--- config.mk ---
export PLATFORM = sky130hd
export DESIGN_NAME = intr_sel
export DESIGN_NICKNAME = d
export VERILOG_FILES = /design/src/rtl/intr_sel.sv
export SDC_FILE = /design/constraint.sdc
export NUM_CORES = 1
export LEC_CHECK = 0
export ABC_AREA = 1
export CORE_MARGIN = 2
export CORE_UTILIZATION = 45
export DETAILED_ROUTE_END_ITERATION = 10
export PLACE_DENSITY = 0.81
export SYNTH_ARGS = -nofsm -noshare
export SYNTH_HDL_FRONTEND = slang
export SYNTH_SLANG_ARGS = --single-unit
--- constraint.sdc ---
create_clock -name clk_sys -period 2.1 [get_ports clk_sys]
set_clock_uncertainty 0.1 [all_clocks]
set_input_delay 0.525 -clock clk_sys [delete_from_list [all_inputs] [get_ports clk_sys]]
set_output_delay 0.525 -clock clk_sys [all_outputs]
set_load 0.02 [all_outputs]
--- src/rtl/intr_sel.sv ---
// Eight-channel interrupt selector: edge-latched requests, mask, offer/ack handshake, one-cycle clear strobe.
// Build option: define INTR_SEL_ROTATE_EN for round-robin selection starting after the last served channel.
module intr_sel (
  input  logic       clk_sys,
  input  logic       clr_,
  input  logic [0:7] rq,
  input  logic       mask_we,
  input  logic [0:7] mask_d,
  input  logic       ack_req,
  output logic       rdy,
  output logic [0:2] vec,
  output logic       ack_ok,
  output logic       dec_en_,
  output logic [0:2] dec_i
);

  // state | meaning
  // IDLE  | nothing offered, waiting for an unmasked pending channel
  // PEND  | rdy high, vec tracks the current selection
  // CLR   | one-cycle decoder strobe clearing pend[vec]
  // WAIT  | ack_ok high until the CPU drops ack_req
  typedef enum logic [1:0] {IDLE, PEND, CLR, WAIT} state_t;

  state_t     state, state_nx;
  logic [0:7] rq_q, pend, pend_nx, mask, cand;
  logic [2:0] sel, idx;
  logic       any_cand;
  logic       rdy_nx, ack_ok_nx, dec_en_nx;
  logic [0:2] vec_nx, dec_i_nx;
`ifdef INTR_SEL_ROTATE_EN
  logic [2:0] last;
`endif

  assign cand = pend & mask;

  // Scan from the farthest offset down so the nearest candidate wins.
  always_comb begin
    sel      = 3'd0;
    idx      = 3'd0;
    any_cand = |cand;
    for (int i = 7; i >= 0; i--) begin
`ifdef INTR_SEL_ROTATE_EN
      idx = last + 3'(i) + 3'd1;
`else
      idx = 3'(i);
`endif
      if (cand[idx]) sel = idx;
    end
  end

  // A new edge on the channel being cleared overrides the clear.
  always_comb begin
    pend_nx = pend;
    if (state == CLR) pend_nx[vec] = 1'b0;
    pend_nx = pend_nx | (rq & ~rq_q);
  end

  always_comb begin
    state_nx  = state;
    rdy_nx    = rdy;
    vec_nx    = vec;
    ack_ok_nx = ack_ok;
    dec_en_nx = 1'b1;
    dec_i_nx  = 3'd0;
    unique case (state)
      IDLE: begin
        if (any_cand) begin
          state_nx = PEND;
          rdy_nx   = 1'b1;
          vec_nx   = sel;
        end
      end
      PEND: begin
        if (ack_req) begin
          state_nx  = CLR;
          rdy_nx    = 1'b0;
          dec_en_nx = 1'b0;
          dec_i_nx  = vec;
        end else if (!any_cand) begin
          state_nx = IDLE;
          rdy_nx   = 1'b0;
        end else begin
          vec_nx = sel;
        end
      end
      CLR: begin
        state_nx  = WAIT;
        ack_ok_nx = 1'b1;
      end
      WAIT: begin
        if (!ack_req) begin
          state_nx  = IDLE;
          ack_ok_nx = 1'b0;
        end
      end
      default: state_nx = IDLE;
    endcase
  end

  always_ff @(posedge clk_sys) begin
    if (!clr_) begin
      state   <= IDLE;
      rq_q    <= '0;
      pend    <= '0;
      mask    <= '0;
      rdy     <= 1'b0;
      vec     <= 3'd0;
      ack_ok  <= 1'b0;
      dec_en_ <= 1'b1;
      dec_i   <= 3'd0;
`ifdef INTR_SEL_ROTATE_EN
      last    <= 3'd7;
`endif
    end else begin
      state   <= state_nx;
      rq_q    <= rq;
      pend    <= pend_nx;
      if (mask_we) mask <= mask_d;
      rdy     <= rdy_nx;
      vec     <= vec_nx;
      ack_ok  <= ack_ok_nx;
      dec_en_ <= dec_en_nx;
      dec_i   <= dec_i_nx;
`ifdef INTR_SEL_ROTATE_EN
      if (state == CLR) last <= vec;
`endif
    end
  end

endmodule

Yosys cells after proc, flatten, opt, wreduce, memory -nomap -nowiden
Index checks and enable logic that the tools add are counted.
- flip-flop bits (word level): 35
- input bits: 20
- word-level logic and storage cells: 62
- $lt $le $gt $ge: 2
- eq/ne operators: 7
- muxes and demuxes: 26
- bitwise gates (word level): 7
- reduce and logical (&&, ||, !) cells: 11
- operator list (cell ; number):
    $mux W3 ; 10
    $and A8 B8 Y8 ; 3
    $not A8 Y8 ; 2
    $reduce_and A3 Y1 ; 3
    $mux W2 ; 4
    $mux W8 ; 1
    $or A8 B8 Y8 ; 1
    $pmux W2 S4 ; 1
    $reduce_or A8 Y1 ; 1
    $mux W1 ; 6
    $ne A2 B2 Y1 const B ; 3
    $pmux W3 S2 ; 1
    $reduce_and A2 Y1 ; 3
    $eq A2 B2 Y1 const B ; 2
    $ge A4 B4 Y1 const B ; 1
    $lt A4 B1 Y1 const B ; 1
    $not A3 Y4 ; 1
    $pmux W1 S2 ; 2
    $reduce_bool A2 Y1 ; 2
    $demux W1 S3 ; 1
    $ne A3 B3 Y1 const B ; 1
    $eq A2 B1 Y1 const B ; 1
    $logic_not A2 Y1 ; 1
    $logic_and A1 B1 Y1 ; 1

Logic depth before layout (Yosys ltp)
Gate-level depths: netlist of the first run.
- word-level depth: 12
- mapped depth: 10
- mapped depth without buffers: 10

Least setup slack after synthesis of the first run
Ideal clock, no wire load.
- kind: input port to flip-flop
- from: input port ack_req
- to: register vec[2] (netlist bit)
- setup time: 0.116 ns
- data arrival time: 1.065 ns
- data required time: 1.884 ns
- setup slack: 0.820 ns
- cell stages on the path: 7
- path buffers: 0
- cells stage by stage: inv_1 -> nor2_1 -> nor2_1 -> nand2_2 -> inv_2 -> o21ai_2 -> a21oi_2
- word-level cells in the longest chain between the ends: 2
- ends and longest elaborated chain (item ; RTL line ; source):
    from (decl) ; 9 ; input logic ack_req,
    $ne A2 B2 Y1 (no source line) ; -- ;
    $reduce_and A2 Y1 (no source line) ; -- ;
    to (signal assigned) ; 120 ; vec <= vec_nx;
    to (decl) ; 11 ; output logic [0:2] vec,
No other way between the ends.
A chain may end at the register's enable or synchronous reset.

Worst setup path after layout of the first run
- from: register ack_ok
- to: output port ack_ok
- RTL lines (item ; RTL line ; source):
    from (decl) ; 12 ; output logic ack_ok,
    from (signal assigned) ; 121 ; ack_ok <= ack_ok_nx;
No word-level cell between the ends.

==> run metrics, run 1 <==
status=finished clean; Initial Utilization=0.469; WP data arrival=about 1300 ps; Post-Route WL=between 2000 and 3000 um; Seq cells post-synth=35; initial antenna violation count=0; Die Y=about 57 um; gpl congestion=approximately 0.84; Syn Area/Cell=7.77 um2; die area=approximately 3300 um2; Crit path required time=around 1500 ps; syn nets=~190; row cnt=19; port bufs=28; CTS H-tree depth=2; kind of critical path=reg2out; Area Overhead vs Synth=31.6%; yosys warns=0; Root Buffer=clkbuf_4; setup_tns=0 ps; worst-margin pin slew=about 400 ps; Final #Nets=approximately 220; Critical Path Max Stage Delay=610 ps; CP bufs+invs=1; # setup viols final=0; Hold-fix buffers, CTS=0; clock tree sinks=35; pin count of the biggest net entering global routing=13; first-pass GRT wire length=~4600 um; Antenna Violating Nets Remaining=0; startpoint class of the critical path=register; leading area contributor after synthesis=dfxtp_1; CP max-delay cell=clkdlybuf4s50_1; clock-pin slew on the worst setup and hold paths=roughly 110 ps; Die X=~57 um; RSZ-0062 raised after global routing=no; Worst-Skew Late Latency=between 300 and 400 ps; Overflow after GRT=0; Antenna Cells=0; Hold WC Path Type=reg2reg; CP endpoint kind=output pin; I/O pins=29; register area share after synthesis=0.546; DR vias=around 1200; most common cell in the synthesized netlist=nand2_1; peak supply drop=between 0.6 and 0.7 mV; TritonRoute pass-1 iters=4; Rel. slew slack=0.726; HPWL after detailed placement=just over 2000 um; Power Density=a little under 900 nW/um2; vias in the first global route=between 1000 and 1500; Core ar.=between 2000 and 3000 um2; DP Worst Slack=around 260 ps; buffer depth of the longest clock path=2; Fmax=0.518 GHz; Pleak=about 0.80 nW; crit-path cells=clkdlybuf4s50_1; max cap viols=0; DRC=0; Fin. Hold Viols=0; Post-synth EDFFs=0; CTS buffer count=5; post-synth top area share=0.546; Final Max Slew Viols=0; share of cells above drive strength 1=0.0950; Via density=roughly 5; post-route clock period utilization=0.919; synth cell count leaders=38 x nand2_1, 35 x dfxtp_1, 28 x nor2_1; ys flop type=dfxtp_1; asr flop ratio synth=0; 1st-iter DRT viols=38; leading post-synthesis cells by cell area=dfxtp_1 55%, nand2_1 11%, nor2_1 8.2%; routed length per placed instance=approximately 12 um; number of library cell types mapped by synthesis=18; delay-heaviest family, CP=buffers and inverters; Post-Syn Area=around 1300 um2; post-synthesis cell count=about 170; All-Layer GR Usage=0.186; CTS tree=done; worst-path fanout max=2; Final min period=between 1500 and 2000 ps; final worst slack=about 170 ps
## metal layers
layer  share of wire  up-vias  global-route usage  wire (um)
li1                -      599                   -          -
met1            0.45      532               0.221       1220
met2            0.48       31               0.304       1310
met3           0.057        6              0.0544        155
met4           0.017        0              0.0930         47
met5               0        -                   0          0
## metrics by stage
step	power [mW]	hold WS [ps]	area (um2)	utilization	std cells
after floorplan	0.920	308	1280	-	165
after global placement	1.02	310	1600	0.586	223
after detailed placement	1.03	319	1600	0.586	223
after CTS	1.50	337	1680	0.616	231
after global routing	1.57	348	1690	0.617	231
final	1.49	334	1690	0.617	231
## placed cells by master (no fill, tap or decap), types with 2 or more instances in the layout
cell type        count
nand3_1              8
inv_1               15
a21oi_1              3
a21oi_2              2
nand2_2              2
nor2_1              28
inv_2                3
buf_4                2
dfxtp_1             35
o22ai_1              8
clkdlybuf4s50_1     25
nand2_1             38
o31ai_1              2
o21ai_0             14
dlymetal6s2s_1       2
clkbuf_4             5
## worst paths after layout
check | from | to | slack, ps | depth (start not counted)
worst max register to register | pend[3] | vec[2] | 790 | 8
worst max-delay path | ack_ok | ack_ok | 170 | 1
worst min register to register | rq_q[6] | pend[6] | 330 | 1
worst min-delay path | rq_q[6] | pend[6] | 330 | 1
## cell type report
type / instances / area [um2]
clock inverters: 3 / 43.8
inverters: 18 / 67.6
flip-flops and latches: 35 / 701
clock buffers: 5 / 37.5
multi-input cells: 109 / 500
well taps: 31 / 38.8
repair buffers: 30 / 299
fillers: 245 / 1050
## registers in the layout, indices dropped and copies added (netlist names), named ones only
name     count
rq_q         8
state        1
dec_i        3
rdy          1
vec          3
ack_ok       1
pend         8
mask         8
dec_en_      1
## cell families after synthesis
group,count (synthesis),share of synthesized area
buffers and inverters,21,0.0634
AND/OR/NAND/NOR,77,0.238
AO/OA/AOI/OAI,32,0.152
flip-flops,35,0.546
## power breakdown
| part | switching, mW | total (mW) | internal [mW] |
|---|---|---|---|
| logic | 0.136 | 0.248 | 0.112 |
| clock network | 0.227 | 0.477 | 0.250 |
| registers | 0.0433 | 0.762 | 0.719 |
## repair_timing
action	in CTS	in global routing
endpoints found under the hold margin	0	0
buffers inserted	0	0
endpoints found under the setup margin	1	2
resized for setup	1	2
No activity file was read; power rests on OpenSTA's default activity.
==> run 2, diff against run 1 <==
--- a/config.mk
+++ b/config.mk
@@ -6,7 +6,7 @@
 export NUM_CORES = 1
 export LEC_CHECK = 0
 export ABC_AREA = 1
-export CORE_MARGIN = 2
+export CAP_MARGIN = 40
 export CORE_UTILIZATION = 45
 export DETAILED_ROUTE_END_ITERATION = 10
 export PLACE_DENSITY = 0.81
==> run metrics, run 2 (same netlist as run 1, synthesis figures left out) <==
Core ar.=2590 um2 (was 2730 um2); Layout Cell Area excl Fill=1640 um2 (was 1690 um2); Post-Route WL=2650 um (was 2730 um); I/O pins=29 (unchanged); Die Y=55.4 um (was 57.4 um); pin count of the biggest net entering global routing=13 (unchanged); post-route clock period utilization=0.965 (was 0.919); DR vias=1161 (was 1168); buffer depth of the longest clock path=2 (unchanged); Worst Hold Slack=332 ps (was 334 ps); die area=3070 um2 (was 3290 um2); Hold-fix buffers, CTS=0 (unchanged); Area Overhead vs Synth=28.2% (was 31.6%); setup_tns=0 ps (unchanged); row cnt=18 (was 19); RSZ-0062 raised after global routing=no (unchanged); clock tree sinks=35 (unchanged); Final Max Slew Viols=0 (unchanged); Die X=55.4 um (was 57.4 um); # Post-CTS Setup Buffers=0 (unchanged); first-pass GRT wire length=4590 um (was 4620 um); Power Density=809 nW/um2 (was 881 nW/um2); Final min period=2030 ps (was 1930 ps); DRC=0 (unchanged); All-Layer GR Usage=0.193 (was 0.186); kind of critical path=reg2out (unchanged); clock-pin slew on the worst setup and hold paths=100 ps (was 110 ps); worst-path fanout max=5 (was 2); commonest non-fill, non-tap cells in the layout=38 x nand2_1, 35 x dfxtp_1, 28 x nor2_1 (unchanged); max cap viols=0 (unchanged); CTS tree=done (unchanged); gr busiest metal=met2 (unchanged); met1 GRT Util=0.229 (was 0.221); Core Util, Final=0.635 (was 0.617); Fin. Hold Viols=0 (unchanged); Antenna Cells=0 (unchanged); crit-path cells=clkdlybuf4s50_1 (unchanged); port bufs=28 (unchanged); Antenna Violating Nets Remaining=0 (unchanged); startpoint class of the critical path=register (unchanged); CTS H-tree depth=2 (unchanged); Via density=5.09 (was 5.06); Hold WC Path Type=reg2reg (unchanged); CP bufs+invs=1 (unchanged); worst-margin pin slew=407 ps (was 411 ps); Fmax=0.494 GHz (was 0.518 GHz); post-cts sizing count=1 (unchanged); # setup viols final=0 (unchanged); Final #Nets=219 (unchanged); Worst-Skew Late Latency=330 ps (was 340 ps); Regs by FF count=mask (8), pend (8), rq_q (8) (unchanged); gpl congestion=0.862 (was 0.845); vias in the first global route=1104 (was 1062); WP data arrival=1400 ps (was 1300 ps); initial antenna violation count=0 (unchanged); routed length per placed instance=11.6 um (was 11.8 um); CP endpoint kind=output pin (unchanged); share of cells above drive strength 1=0.0808 (was 0.0950); commonest non-fill, non-tap cell in the layout=nand2_1 (unchanged); delay-heaviest family, CP=buffers and inverters (unchanged); Initial Utilization=0.495 (was 0.469); Root Buffer=clkbuf_4 (unchanged); status=finished clean (unchanged); Rel. slew slack=0.728 (was 0.726); 1st-iter DRT viols=37 (was 38); Critical Path Max Stage Delay=640 ps (was 610 ps); TritonRoute pass-1 iters=4 (unchanged); HPWL after detailed placement=1980 um (was 2040 um); peak supply drop=0.573 mV (was 0.626 mV); CP max-delay cell=clkdlybuf4s50_1 (unchanged); Pleak=0.760 nW (was 0.796 nW); area of placed instances=1600 um2 (about the same); Crit path required time=1470 ps (about the same); met3 Use GR=0.0539 (was 0.0544); CTS buffer count=5 (unchanged); Overflow after GRT=0 (unchanged); grt met2 use=0.312 (was 0.304)
run 2: final cells by class:
class	instances	area [um2]
clock buffer	6	41.3
fill	222	946
inverter	18	67.6
multi-input combinational	109	500
sequential	35	701
tap	30	37.5
timing repair buffer	30	297
run 2: power by group:
part           internal, mW  switching [mW]  leakage, nW
Clock                 0.119           0.199       0.0242
Sequential            0.719          0.0433        0.290
Combinational         0.112           0.138        0.446
run 2: stage by stage:
| stage | cells | total power, mW | worst slack, ps |
|---|---|---|---|
| 2_1_floorplan | 165 | 0.920 | 820 |
| 3_3_place_gp | 222 | 1.02 | 290 |
| 3_5_place_dp | 222 | 1.03 | 254 |
| 4_1_cts | 228 | 1.34 | 37.2 |
| 5_1_grt | 228 | 1.40 | 9.75 |
| 6_report | 228 | 1.33 | 74.0 |
run 2: metal layers:
metal  up-vias  wire length (um)  part of all wire
met4         0                58             0.022
met2        45              1230              0.46
li1        602                 -                 -
met3         8               186             0.070
met5         -                 0                 0
met1       506              1180              0.44
run 2: worst register-to-register path, cell delays in order, from the launching register on:
cell and delay [ps]:
dfxtp_1 430, inv_2 80, nor2_1 160, inv_2 110, o31ai_1 250, o22ai_1 100
run 2: final timing paths:
check             slack (ps)  depth (start not counted)      from  endpoint
hold / removal           330                          1   rq_q[4]   pend[4]
setup / recovery          70                          1    vec[0]    vec[0]
setup reg to reg         740                          5  register   pend[7]
hold reg to reg          330                          1   rq_q[4]   pend[4]
